### src/rtl/digit_capture.sv
// Purpose: threshold + OR-pool a raster grayscale canvas (28*SCALE square) into a 28x28 bitmap, run the NN handshake.
// Latency: nn_start one cycle after the last pixel; result/result_valid one cycle after nn_resp is seen in WAIT.
// Backpressure: pix_ready is high only in CAPTURE; pixels offered in START/WAIT/NNRST stay with upstream.
//
// Ports:
//   Clk, Rst                           clock, synchronous active-high reset
//   pix_valid/pix_sof/pix_data/pix_ready  pixel stream in (sof marks a frame's first pixel)
//   nn_data[783:0]                     bitmap, bit = cell_row*28 + cell_col
//   nn_start, nn_resp, nn_prediction, nn_rst  network handshake
//   result, result_valid, busy         latched prediction, update pulse, network-in-flight flag
module digit_capture #(
  parameter int SCALE  = 10,
  parameter int PIX_W  = 8,
  parameter int THRESH = 128
) (
  input  logic             Clk,
  input  logic             Rst,
  input  logic             pix_valid,
  input  logic             pix_sof,
  input  logic [PIX_W-1:0] pix_data,
  output logic             pix_ready,
  output logic [783:0]     nn_data,
  output logic             nn_start,
  input  logic             nn_resp,
  input  logic [4:0]       nn_prediction,
  output logic             nn_rst,
  output logic [4:0]       result,
  output logic             result_valid,
  output logic             busy
);

  typedef enum logic [1:0] {S_CAPTURE, S_START, S_WAIT, S_NNRST} state_e;

  localparam logic [3:0]       SUB_LAST  = 4'(SCALE - 1);
  localparam logic [4:0]       CELL_LAST = 5'd27;
  localparam logic [PIX_W-1:0] THR       = PIX_W'(THRESH);

  state_e       state_q, state_d;
  logic [3:0]   sx_q, sx_d, sy_q, sy_d;
  logic [4:0]   cx_q, cx_d, cy_q, cy_d;
  logic [783:0] bitmap_q, bitmap_d;
  logic [4:0]   result_q, result_d;
  logic         result_valid_q, result_valid_d;

  logic       xfer, ink, frame_start, last_pix;
  logic [3:0] pos_sx, pos_sy;
  logic [4:0] pos_cx, pos_cy;
  logic       sx_wrap, cx_wrap, sy_wrap, cy_wrap;
  logic [9:0] cell_idx;

  assign xfer = pix_valid & pix_ready;
  assign ink  = (pix_data >= THR);

  // A transfer at the origin or with sof begins a frame; a mid-frame sof
  // snaps the position back to the origin so the partial frame is dropped.
  assign frame_start = xfer & (pix_sof | ((sx_q == 4'd0) & (sy_q == 4'd0) &
                                          (cx_q == 5'd0) & (cy_q == 5'd0)));

  // Position of the pixel being transferred this cycle.
  assign pos_sx = frame_start ? 4'd0 : sx_q;
  assign pos_sy = frame_start ? 4'd0 : sy_q;
  assign pos_cx = frame_start ? 5'd0 : cx_q;
  assign pos_cy = frame_start ? 5'd0 : cy_q;

  assign sx_wrap  = (pos_sx == SUB_LAST);
  assign cx_wrap  = (pos_cx == CELL_LAST);
  assign sy_wrap  = (pos_sy == SUB_LAST);
  assign cy_wrap  = (pos_cy == CELL_LAST);
  assign last_pix = xfer & sx_wrap & cx_wrap & sy_wrap & cy_wrap;
  assign cell_idx = 10'(pos_cy) * 10'd28 + 10'(pos_cx);

  // Nested raster counters: sx -> cx -> sy -> cy, each carrying on wrap.
  always_comb begin
    sx_d     = sx_q;
    cx_d     = cx_q;
    sy_d     = sy_q;
    cy_d     = cy_q;
    bitmap_d = frame_start ? '0 : bitmap_q;
    if (xfer) begin
      sx_d = sx_wrap ? 4'd0 : pos_sx + 4'd1;
      cx_d = sx_wrap ? (cx_wrap ? 5'd0 : pos_cx + 5'd1) : pos_cx;
      sy_d = (sx_wrap & cx_wrap) ? (sy_wrap ? 4'd0 : pos_sy + 4'd1) : pos_sy;
      cy_d = (sx_wrap & cx_wrap & sy_wrap) ? (cy_wrap ? 5'd0 : pos_cy + 5'd1) : pos_cy;
      if (ink) bitmap_d[cell_idx] = 1'b1;
    end
  end

  // Result capture: nn_resp only counts while waiting.
  always_comb begin
    result_d       = result_q;
    result_valid_d = 1'b0;
    if ((state_q == S_WAIT) && nn_resp) begin
      result_d       = nn_prediction;
      result_valid_d = 1'b1;
    end
  end

  // FSM: state register
  always_ff @(posedge Clk) begin
    if (Rst) begin
      state_q        <= S_CAPTURE;
      sx_q           <= 4'd0;
      sy_q           <= 4'd0;
      cx_q           <= 5'd0;
      cy_q           <= 5'd0;
      bitmap_q       <= '0;
      result_q       <= 5'd0;
      result_valid_q <= 1'b0;
    end else begin
      state_q        <= state_d;
      sx_q           <= sx_d;
      sy_q           <= sy_d;
      cx_q           <= cx_d;
      cy_q           <= cy_d;
      bitmap_q       <= bitmap_d;
      result_q       <= result_d;
      result_valid_q <= result_valid_d;
    end
  end

  // FSM: next state
  always_comb begin
    state_d = state_q;
    unique case (state_q)
      S_CAPTURE: if (last_pix) state_d = S_START;
      S_START:   state_d = S_WAIT;
      S_WAIT:    if (nn_resp) state_d = S_NNRST;
      S_NNRST:   state_d = S_CAPTURE;
      default:   state_d = S_CAPTURE;
    endcase
  end

  // FSM: outputs
  always_comb begin
    pix_ready = (state_q == S_CAPTURE) & ~Rst;
    nn_start  = (state_q == S_START);
    busy      = (state_q == S_START) | (state_q == S_WAIT);
    nn_rst    = Rst | (state_q == S_NNRST);
  end

  assign nn_data      = bitmap_q;
  assign result       = result_q;
  assign result_valid = result_valid_q;

endmodule

### config.mk
export PLATFORM = sky130hd
export DESIGN_NAME = digit_capture
export DESIGN_NICKNAME = d
export VERILOG_FILES = /design/src/rtl/digit_capture.sv
export SDC_FILE = /design/constraint.sdc
export NUM_CORES = 1
export LEC_CHECK = 0
export BUFFER_PORTS_ARGS = -buffer_cell sky130_fd_sc_hd__buf_2
export CORE_AREA = 2 2 314 316
export DETAILED_ROUTE_END_ITERATION = 16
export DIE_AREA = 0 0 316 318
export PLACE_DENSITY_LB_ADDON = 0.12
export SLEW_MARGIN = 20
export SYNTH_ARGS = -nofsm -noshare
export SYNTH_HDL_FRONTEND = slang
export SYNTH_SLANG_ARGS = --single-unit
export TNS_END_PERCENT = 10
### constraint.sdc
create_clock -name Clk -period 16.8 [get_ports Clk]
set_clock_uncertainty 0.15 [all_clocks]
set_input_delay 4.2 -clock Clk [delete_from_list [all_inputs] [get_ports Clk]]
set_output_delay 4.2 -clock Clk [all_outputs]
set_load 0.02 [all_outputs]
* Yosys cells after proc, flatten, opt, wreduce, memory -nomap -nowiden
Cells that the tools add are included.
Cells by class: add/sub/neg operators 5, multiply operators 1, magnitude comparators 3, equal/unequal tests 9, muxes and demuxes 20, bitwise operators 17, reductions and logical operators 8
Operators by type and width (count):
- 784-bit two-way mux | 3
- 784-bit bitwise OR | 1
- 5-bit two-way mux | 6
- 4-bit two-way mux | 5
- 1-bit bitwise AND | 12
- 10-bit by 11-bit < comparator with 1-bit output (second input constant) | 1
- 10-bit by 5-bit adder with 10-bit output | 1
- 5-bit by 1-bit adder with 5-bit output (second input constant) | 2
- 1-bit demux with 10-bit select | 1
- 5-bit equality test (second input constant) | 2
- 10-bit by 1-bit >= comparator with 1-bit output (second input constant) | 1
- 5-bit zero test | 2
- 4-bit by 1-bit adder with 4-bit output (second input constant) | 2
- 4-bit equality test (second input constant) | 2
- 8-bit >= comparator (second input constant) | 1
- 4-bit zero test | 2
- 5-bit by 3-bit multiplier with 8-bit output (second input constant) | 1
- 2-bit case mux with 4 select lines | 1
- 2-bit equality test (second input constant) | 2
- 2-bit two-way mux | 2
- 2-bit inequality test (second input constant) | 2
- 1-bit bitwise OR | 3
- 2-bit by 1-bit equality test with 1-bit output (second input constant) | 1
- 1-bit logical AND | 2
- other kinds (4) | 5
Word-level totals: register bits 810, input bits 18, output and inout port bits 794, word-level logic and storage cells 71

* Logic depth before layout (Yosys ltp)
word-level depth 16, gate-level depth with buffers 20, depth with buffers taken out 15

* Worst setup path before layout
No wires, ideal clock.
path type input-to-output, start point in Rst, end point out nn_rst, arrival time 5.088 ns, data required time 12.450 ns, path slack 7.362 ns, stages 4, path buffers 3, cell sequence buf_2 -> clkbuf_1 -> buf_1 -> or2_2
On the way: word-level cells in the longest chain between the ends 1
Ends and longest elaborated chain:
- start, declared | line 17 | input logic Rst,
- 1-bit bitwise OR | line 138 | nn_rst = Rst | (state_q == S_NNRST);
- end, declared | line 26 | output logic nn_rst,
Every way passes these cells.

* Worst setup path after layout
start point in Rst, end point reg bitmap_q[25], in the netlist nn_data[25]
On the way: word-level cells in the longest chain between the ends 14, elaborated cells between the ends (all ways) 17, those cells by class add/sub (1); mul (1); order compare (2); mux (7); bitwise (5); reduce/logical (1)
Ends and longest elaborated chain:
- 1-bit inverter | line 135 | pix_ready = (state_q == S_CAPTURE) & ~Rst;
- 1-bit bitwise AND | line 135
- 1-bit bitwise AND | line 51 | assign xfer = pix_valid & pix_ready;
- 1-bit bitwise AND | line 56 | assign frame_start = xfer & (pix_sof | ((sx_q == 4'd0) & (sy_q == 4'd0) &
- 5-bit two-way mux | line 63 | assign pos_cy = frame_start ? 5'd0 : cy_q;
- 5-bit by 3-bit multiplier with 8-bit output | line 70 | assign cell_idx = 10'(pos_cy) * 10'd28 + 10'(pos_cx);
- 10-bit by 5-bit adder with 10-bit output | line 70
- 10-bit by 11-bit < comparator with 1-bit output (not written as such) / 10-bit by 1-bit >= comparator with 1-bit output (equally long branches) | line 84 | if (ink) bitmap_d[cell_idx] = 1'b1;
- 1-bit logical AND (not written as such) | line 84
- 1-bit two-way mux (not written as such) | line 84
- 1-bit demux with 10-bit select | line 84
- 784-bit bitwise OR (no source line)
- 784-bit two-way mux | line 84
- 784-bit two-way mux | line 79 | if (xfer) begin
- end signal, assigned | line 115 | bitmap_q <= bitmap_d;
- end, declared | line 41 | logic [783:0] bitmap_q, bitmap_d;
Parallel ways exist; a longest one is shown, timed or not. A chain may end at the register's enable or synchronous reset.

==> results.txt <==
CTS resizes: 0
Placement Rows: 115
CTS tree: done
GR Util met2: 39.7%
Drt total wl: 126000 µm
Yosys top cell by area: dfxtp_1
First-pass detailed-route iteration total: 7
Reg2reg end: nn_data[25]
Worst path buffer plus inverter count: 4
RSZ-0062 raised after global routing: no
Internal Pwr Total: 3.08 mW
Via count of the first global-routing pass: 23.3k
Most used cell, CP: buf_4
P_sw: 0.898 mW
Total Negative Setup Slacks: 0 ns
Area Growth Syn to Fin: 30.5%
Mean routed wirelength per cell: 25.6 µm
Worst slew pin tran: 1.32 ns
Routed Antenna Nets: 0
Most used DFF post-synth: dfxtp_1
Initial DRC count: 1913
Sequential power share: 48.3%
Lkg Pwr: 15.4 nW
Drt via density: 5.05
CTS clock-pin slew for the worst setup and hold paths: 0.06 ns
Initial antenna violation count: 4
R2R depth: 15
Initial core utilization: 28.4%
Count leader, synth: dfxtp_1
# clock sinks: 810
Gr ovfl total: 0
Total Power: 3.98 mW
R2R setup slack: 9.74 ns
Share of layout cells above drive strength 1: 29.5%
CP peak stage delay: 0.81 ns
Period utilisation layout: 60.7%
Top cells by area, synth: dfxtp_1 (59%), nand2_1 (8.6%), o31ai_1 (8.0%)
Core outline area: 97400 µm²
Setup CP Type: input port to flop
Final Net Count: 3597
Mean Syn Cell Area: 9.68 µm²
DRC Markers: 0
Sequential cell area fraction in the yosys report: 58.7%
Post-Syn Nets: 2892
Met3 GRT Util: 7.10%
Gr usage total: 24.1%
Worst setup path endpoint: nn_data[25]
Die Ht: 318 µm
Longest Clk Path Bufs: 3
Mapped Area: 27600 µm²
Die area: 100000 µm²
Power Density: 110 nW/µm²
Clock period minus worst slack: 10.20 ns
CTS H-Tree Depth: 3
Hold-fix buffers at CTS: 0
Setup bufs post-CTS: 0
Inserted Diodes: 0
Worst-path fanout max: 67
Total number of vias: 24.8k
Clk network pwr share: 49.9%
Root buf cell: clkbuf_16
Largest net degree at the start of global routing: 221
Post-synth EDFFs: 0
WP data required: 17.16 ns
Crit-path leading delay family: simple AND/OR/NAND/NOR gates
Final hold violations: 0
Instance count on the critical path: 15
Class of the tightest hold or removal check: flop to flop
I/O pin cnt: 812
Port bufs: 804
Max transition margin: 12.2%
Routability Congestion: 0.807
Switching Share: 22.6%
Final setup fails: 0
DPL Wire Length: 83500 µm
FFs w/ async S/R, synth: 0%
CP endpoint kind: flop
Slew Limit Fails: 0
TritonCTS buffer count: 92
Crit path cell chain: buf_2 -> buf_4 -> and3b_1 -> nand3_1 -> o21ai_0 -> buf_4 -> nor2_1 -> ha_1 -> fa_1 -> xor2_2 -> nand2_1 -> nor4_1 -> a211o_4 -> buf_4 -> o31ai_1
Maximum clock rate: 98.1 MHz
Die width: 316 µm
Netlist cell types: 67
WHS: 0.293 ns
Synth Warn #: 0
GR Util met1: 29.6%
Busiest metal layer after global routing: met2
Fillcell total: 10.2k
WP data arrival: 10.55 ns
Synth top area share: 58.7%
Non-Filler Instances: 4914
Synth top cells by count: dfxtp_1 (810), nand2_1 (636), o21ai_0 (299)
Clock Latency Late Sink: 0.67 ns
Critical-path top delay cell: o21ai_0
Yosys reg bits: 810
Max Cap Viol: 0
Reg2reg start: state_q[0]
CP Launch Type: input port
Peak supply drop: 69.8 µV
Cells after synthesis: 2854
Crit path from: Rst
Global-route wire length before repair: 178000 µm
Status: complete, no violations
Combinational power share: 1.7%
Post-placement cell count: 4751
-- metal layers --
metal	vias up	wire, µm
met1	12200	52600
met3	177	9940
met5	-	0
li1	11600	-
met4	0	4310
met2	817	59000
-- flip-flops by register name (all words and copies together), names as in the netlist --
register and count:
nn_data 784, cx_q 5, cy_q 5, result 5
sx_q 4, sy_q 4, state_q 2, result_valid 1
-- placed cells by master (no fill, tap or decap), types with 13 or more instances in the layout --
cell type  netlist  routed
clkbuf_16        0      93
nor4_2           7      17
a32o_1          87      87
a22o_1         132     131
ha_1            19      19
buf_4            2      64
clkbuf_1       220      22
o21ai_0        299     297
clkinv_2         0      13
buf_2            8     804
a21oi_1         29      29
o31ai_1        295     294
inv_1           13      13
nor2_1          47      42
nand2_1        636     635
clkbuf_8         0      23
dfxtp_1        810     810
nand3_1         55      52
-- worst min-delay path, stage by stage (launching register included) --
cell and delay, ns:
dfxtp_1 0.32, nand2_1 0.05, o31ai_1 0.05
-- stage by stage --
stage / instance area [µm²] / utilization [%] / setup WS (ns)
after CTS: 36000 / 37.0 / 6.64
after global placement: 33100 / 33.9 / 5.84
after global routing: 36000 / 37.0 / 6.17
after detailed placement: 33100 / 34.0 / 5.91
final: 36000 / 37.0 / 6.60
after floorplan: 27600 / - / 7.36
-- kinds of logic after synthesis --
logic type	count (synthesis)	share of synthesized area, %
flip-flops	810	58.7
AO/OA/AOI/OAI	893	22.8
buffers and inverters	275	4.04
adder cells (fa/ha/maj)	20	0.933
multiplexers	2	0.0725
XOR/XNOR	18	0.715
AND/OR/NAND/NOR	836	12.7
-- worst min path at each step --
stage                              end  slack, ns  cells past startpoint          from
after detailed placement  nn_data[486]       0.28                      2  nn_data[486]
after global routing       nn_data[17]       0.31                      2   nn_data[17]
after CTS                 nn_data[486]       0.30                      2  nn_data[486]
after floorplan                cx_q[4]       0.32                      2       cx_q[4]
after global placement    nn_data[194]       0.28                      2  nn_data[194]
final                      nn_data[39]       0.29                      2   nn_data[39]
-- area by class of cell --
cell class | instances | area, µm² | share of cell area [%]
multi-input cells | 1769 | 10600 | 29.5
clock inverters | 24 | 228 | 0.632
well taps | 1287 | 1610 | 4.47
repair buffers | 872 | 4570 | 12.7
flip-flops and latches | 810 | 16200 | 45.0
clock buffers | 138 | 2730 | 7.56
inverters | 14 | 52.6 | 0.146
-- power by group through the flow --
| stage | Sequential, mW | Clock [mW] | Combinational (mW) |
|---|---|---|---|
| after floorplan | 1.96 | 0 | 0.0487 |
| after global placement | 1.96 | 0 | 0.0702 |
| after detailed placement | 1.96 | 0 | 0.0690 |
| after CTS | 1.92 | 2.04 | 0.0691 |
| after global routing | 1.92 | 2.11 | 0.0745 |
| final | 1.92 | 1.99 | 0.0691 |
Note: power is estimated with default switching activity, not from simulation.
